==> src/rtl/icache_axi_rd_bridge.sv <==
// AXI4 read master behind the ICache refill and uncached fetch ports.
// One transaction in flight: IDLE -> AR -> R -> DONE.
//
// Ports:
//   clk, resetn                  clock, synchronous active-low reset
//   line_rd_req/addr/rdy         line refill request and accept pulse
//   line_ret_valid/data          refilled line, word i at [32i+31:32i]
//   unc_rd_req/addr/rdy          uncached word request and accept pulse
//   unc_ret_valid/data           uncached word result
//   ret_err                      any accepted beat had rresp != OKAY
//   ar*, r*                      AXI4 AR and R channels
module icache_axi_rd_bridge #(
    parameter int         LINE_WORD_NUM = 4,
    parameter logic [3:0] LINE_ID       = 4'd0,
    parameter logic [3:0] UNC_ID        = 4'd1
) (
    input  logic                       clk,
    input  logic                       resetn,

    input  logic                       line_rd_req,
    input  logic [31:0]                line_rd_addr,
    output logic                       line_rd_rdy,
    output logic                       line_ret_valid,
    output logic [32*LINE_WORD_NUM-1:0] line_ret_data,

    input  logic                       unc_rd_req,
    input  logic [31:0]                unc_rd_addr,
    output logic                       unc_rd_rdy,
    output logic                       unc_ret_valid,
    output logic [31:0]                unc_ret_data,

    output logic                       ret_err,

    output logic [3:0]                 arid,
    output logic [31:0]                araddr,
    output logic [7:0]                 arlen,
    output logic [2:0]                 arsize,
    output logic [1:0]                 arburst,
    output logic                       arvalid,
    input  logic                       arready,

    input  logic [3:0]                 rid,
    input  logic [31:0]                rdata,
    input  logic [1:0]                 rresp,
    input  logic                       rlast,
    input  logic                       rvalid,
    output logic                       rready
);

    localparam int          CW       = $clog2(LINE_WORD_NUM);
    localparam logic [31:0] OFF_MASK = 32'(LINE_WORD_NUM * 4 - 1);
    localparam logic [CW-1:0] LAST_W = CW'(LINE_WORD_NUM - 1);

    typedef enum logic [1:0] {
        IDLE,
        AR,
        R,
        DONE
    } state_t;

    state_t                       state;
    logic                         is_unc;
    logic [31:0]                  req_addr;
    logic [CW-1:0]                cnt;
    logic                         err;
    logic [32*LINE_WORD_NUM-1:0]  line_buf;
    logic [31:0]                  unc_buf;

    logic                         idle;
    logic                         in_ar;
    logic [3:0]                   cur_id;
    logic                         beat_ok;

    // rdy is combinational on req but suppressed while reset is held
    assign idle        = (state == IDLE) && resetn;
    assign unc_rd_rdy  = idle && unc_rd_req;
    assign line_rd_rdy = idle && line_rd_req && !unc_rd_req;

    assign in_ar   = (state == AR);
    assign cur_id  = is_unc ? UNC_ID : LINE_ID;
    assign beat_ok = (state == R) && rvalid && (rid == cur_id);

    // AR fields are zero outside AR so the bus is quiet when idle
    assign arvalid = in_ar;
    assign arid    = in_ar ? cur_id : 4'd0;
    assign araddr  = !in_ar ? 32'd0 :
                     is_unc ? req_addr : (req_addr & ~OFF_MASK);
    assign arlen   = (in_ar && !is_unc) ? 8'(LINE_WORD_NUM - 1) : 8'd0;
    assign arsize  = in_ar ? 3'b010 : 3'b000;
    assign arburst = in_ar ? 2'b01 : 2'b00;

    // Mismatched-ID beats are still drained, just not stored
    assign rready = (state == R);

    assign line_ret_valid = (state == DONE) && !is_unc;
    assign unc_ret_valid  = (state == DONE) && is_unc;
    assign ret_err        = (state == DONE) && err;
    assign line_ret_data  = line_buf;
    assign unc_ret_data   = unc_buf;

    always_ff @(posedge clk) begin
        if (!resetn) begin
            state    <= IDLE;
            is_unc   <= 1'b0;
            req_addr <= 32'd0;
            cnt      <= '0;
            err      <= 1'b0;
            line_buf <= '0;
            unc_buf  <= 32'd0;
        end else begin
            unique case (state)
                IDLE: begin
                    if (unc_rd_req || line_rd_req) begin
                        is_unc   <= unc_rd_req;
                        req_addr <= unc_rd_req ? unc_rd_addr : line_rd_addr;
                        line_buf <= '0;
                        cnt      <= '0;
                        err      <= 1'b0;
                        state    <= AR;
                    end
                end
                AR: begin
                    if (arready) begin
                        state <= R;
                    end
                end
                R: begin
                    if (beat_ok) begin
                        if (is_unc) begin
                            unc_buf <= rdata;
                        end else begin
                            line_buf[{cnt, 5'd0} +: 32] <= rdata;
                        end
                        cnt <= cnt + 1'b1;
                        if (rresp != 2'b00) begin
                            err <= 1'b1;
                        end
                        // Stop at rlast or on the final word slot, so an
                        // overlong burst never wraps onto word 0
                        if (rlast || cnt == LAST_W) begin
                            state <= DONE;
                        end
                    end
                end
                DONE: begin
                    state <= IDLE;
                end
                default: begin
                    state <= IDLE;
                end
            endcase
        end
    end

endmodule

==> config.mk <==
export PLATFORM = sky130hd
export DESIGN_NAME = icache_axi_rd_bridge
export DESIGN_NICKNAME = d
export VERILOG_FILES = /design/src/rtl/icache_axi_rd_bridge.sv
export SDC_FILE = /design/constraint.sdc
export NUM_CORES = 1
export LEC_CHECK = 0
export CORE_UTILIZATION = 40
export CTS_CLUSTER_DIAMETER = 40
export DETAILED_ROUTE_END_ITERATION = 8
export PLACE_DENSITY = 0.81
export SETUP_SLACK_MARGIN = 0.5
export SKIP_LAST_GASP = 1
export SYNTH_ARGS = -nofsm -noshare
export SYNTH_HDL_FRONTEND = slang
export SYNTH_SLANG_ARGS = --single-unit
export TNS_END_PERCENT = 30
==> constraint.sdc <==
create_clock -name clk -period 1.8 [get_ports clk]
set_input_delay 0.27 -clock clk [delete_from_list [all_inputs] [get_ports clk]]
set_output_delay 0.27 -clock clk [all_outputs]
set_load 0.05 [all_outputs]
==> results_dict.tcl, run 1 <==
set metrics [dict create \
    status "finished with violations" \
    violations "negative setup slack" \
    n_antenna_cell 0 \
    path_max_fanout 12 \
    grt_antenna_before_repair 0 \
    cts_sinks 198 \
    htree_levels 4 \
    syn_inst 986 \
    viasPerCell 5.370 \
    grt_pass1_vias 8087 \
    leakage_uw 0.005440 \
    holdCritPathClass "in -> reg" \
    clkTransAtPathRegs_ns 0.08 \
    p_seq_share_pct 33.1 \
    ys_seq_elements 198 \
    worstMarginPinSlew_ns 0.5572 \
    yosys_warnings 0 \
    ys_types 36 \
    netlist_area_um2 8424 \
    placed_cell_area_um2 12330 \
    required_ns 2.12 \
    period_needed_ns 1.827 \
    multi_input_area_um2 4244 \
    first_pass_iters 6 \
    internal_power_uw 9403 \
    maxCapViolCount 0 \
    p_comb_share_pct 39.3 \
    max_freq_mhz 547.5 \
    die_w_um 147.1 \
    num-nets-final 1402 \
    final_common_cell "nand2_1" \
    wirelength_um 29040 \
    slew_violations 0 \
    dp_hpwl_um 19760 \
    pwr-share-clk_pct 27.7 \
    critical_path.slowest_cell "or3b_4" \
    drc 0 \
    grt_pass1_wl_um 43690 \
    num_io_pins 325 \
    rsz0062_at_grt "true" \
    layout_common_cells "nand2_1 (196), dfxtp_1 (194), buf_4 (153)" \
    timing.setup.tns_ns -0.3869 \
    fin_ws_ns -0.02663 \
    sw_frac_of_total_pct 34.96 \
    synth_ff_type "dfxtp_1" \
    switchingPower_uw 5055 \
    die_h_um 147.1 \
    critical_path_class "reg -> reg" \
    grtUsageTotal_pct 25.67 \
    power_density_nw_per_um2 1086 \
    n_fill_cell 1689 \
    setup.worst_path.end_class "flop" \
    area_growth_pct 58.06 \
    fin_crit_sh_pct 101.5 \
    critPathTopFamily "simple AND/OR/NAND/NOR gates" \
    placementRows 52 \
    cp_num_buf_inv 2 \
    synth-async-reset-ratio_pct 0 \
    die-area_um2 21650 \
    cts_tree "yes" \
    grt_max_degree 87 \
    gp_congestion 0.8017 \
    final.setup_skew_ns 0.01361 \
    max_slew_margin_pct 62.85 \
    drive_gt1_share_pct 27.45 \
    seq_area_um2 3969 \
    synth_edf_count 0 \
    root_buffer "clkbuf_16" \
    port_buffers 312 \
    crit_path_cell_trace "inv_4 > ha_4 > or3b_4 > and4_4 > a21o_4 > clkbuf_16 > mux2i_1" \
    vdd_drop_max_mv 0.7706 \
    cts_buffers 17 \
    worstPathArrival_ns 2.15 \
    finalHoldViolations 0 \
    syn_avg_cell_area_um2 8.544 \
    initial_core_util_pct 41.24 \
    vias 8415 \
    critical_path.max_stage_delay_ns 0.38 \
    wl_per_cell_um 18.53 \
    grt_overflow 0 \
    ant_nets 0 \
    cts_max_path_buffers 2 \
    design_area_um2 13320 \
    clock_latency_ns 0.44 \
    drtIter0Drc 580 \
    core_area_um2 20430 \
    seq_area_frac_synth_pct 47.05 \
    setup_viol_count_final 38 \
    cp-start-kind "flop" \
]
-- tightest hold or removal path, delay by kind of cell --
family	cells	cell delay, ns
and+or+nand+nor	1	0.22
buffers and inverters	1	0.13
AOI/OAI and AO/OA	1	0.10
-- repair_timing --
action / 4_1_cts / 5_1_grt
gates resized for setup: 498 / 94
gates cloned: 1 / 10
hold buffers: 0 / 0
setup buffers: 1 / 3
setup endpoints to repair: 347 / 306
pin swaps: 2 / 13
-- state kept, by name, summed over array words and instances, names as in the netlist --
signal,flops
state,2
cnt,2
req_addr,32
is_unc,1
line_ret_data,128
unc_ret_data,32
err,1
-- per-stage QoR --
step	total power [µW]	hold slack (ns)	std cells	worst slack, ns	utilization (%)
floorplan	7783	0.4060	997	-0.1208	-
global placement	9606	0.4410	1520	-0.2286	60.36
detailed placement	9664	0.4464	1520	-0.3025	60.36
CTS	14000	0.3796	1554	-0.04424	63.23
global route	15010	0.3335	1567	-0.07897	65.18
finish	14460	0.3227	1567	-0.02663	65.18
-- path summary, 6_finish.rpt --
path / from / end / slack, ns / cells after the start
max: state[1] / line_ret_data[107] / -0.03 / 7
min: resetn / is_unc / 0.32 / 3
max reg2reg: state[1] / line_ret_data[107] / -0.03 / 7
min reg2reg: line_ret_data[14] / line_ret_data[14] / 0.45 / 2
-- power groups by stage --
| stage | combinational (µW) | sequential [µW] | clock, µW |
|---|---|---|---|
| global placement | 4760 | 4850 | 0 |
| finish | 5680 | 4780 | 4000 |
| detailed placement | 4810 | 4860 | 0 |
| floorplan | 2940 | 4840 | 0 |
| global route | 5970 | 4810 | 4230 |
| CTS | 5160 | 4770 | 4070 |
-- metal layers --
| metal | share of wire [%] | GRT usage, % | routed length [µm] |
|---|---|---|---|
| met1 | 39 | 30.24 | 11350 |
| met2 | 49 | 44.32 | 14100 |
| met3 | 9.6 | 6.894 | 2794 |
| met4 | 2.7 | 9.794 | 797 |
| met5 | 0 | 0 | 0 |
-- synth_stat cells, types with 2 or more instances --
| cell type | n | area share (%) |
|---|---|---|
| a211oi_1 | 34 | 3.0 |
| a21o_1 | 2 | 0.18 |
| a21oi_1 | 34 | 2.0 |
| and2_1 | 32 | 2.4 |
| and3_1 | 5 | 0.37 |
| and4_1 | 2 | 0.21 |
| and4b_1 | 2 | 0.24 |
| buf_1 | 4 | 0.18 |
| buf_2 | 4 | 0.24 |
| buf_4 | 15 | 1.3 |
| buf_6 | 6 | 0.80 |
| clkbuf_1 | 81 | 3.6 |
| dfxtp_1 | 198 | 47 |
| ha_1 | 9 | 1.3 |
| inv_1 | 7 | 0.31 |
| mux2i_1 | 98 | 12 |
| nand2_1 | 196 | 8.7 |
| nand3_1 | 67 | 4.0 |
| nand4_1 | 66 | 4.9 |
| nor2_1 | 37 | 1.6 |
| nor2b_1 | 2 | 0.15 |
| nor3_1 | 2 | 0.12 |
| o21a_1 | 3 | 0.27 |
| o21ai_0 | 68 | 4.0 |
-- logic make-up after synthesis --
group	Yosys count	synth area share (%)
AOI/OAI and AO/OA	144	9.832
muxes	98	11.64
and+or+nand+nor	418	23.51
adders and majority gates	9	1.337
DFF	198	47.05
xor gates and xnor gates	1	0.1040
other	1	0.04451
buffers and inverters	117	6.476
-- final cells by class --
class                   instances  area share, %
clock buffers                  17          3.195
well taps                     270          2.537
inverters                       7         0.2161
clock inverters                15          1.475
flip-flops and latches        198          29.81
multi-input cells             682          31.87
repair buffers                378          30.90
Note: power is estimated with default switching activity, not from simulation.
==> run 2: changes to the inputs <==
--- a/config.mk
+++ b/config.mk
@@ -7,6 +7,7 @@
 export LEC_CHECK = 0
 export CORE_UTILIZATION = 40
 export CTS_CLUSTER_DIAMETER = 40
+export CTS_CLUSTER_SIZE = 10
 export DETAILED_ROUTE_END_ITERATION = 8
 export PLACE_DENSITY = 0.81
 export SETUP_SLACK_MARGIN = 0.5
==> results of run 2 <==
Final layout, timing and power as in run 1 (identical DEF).
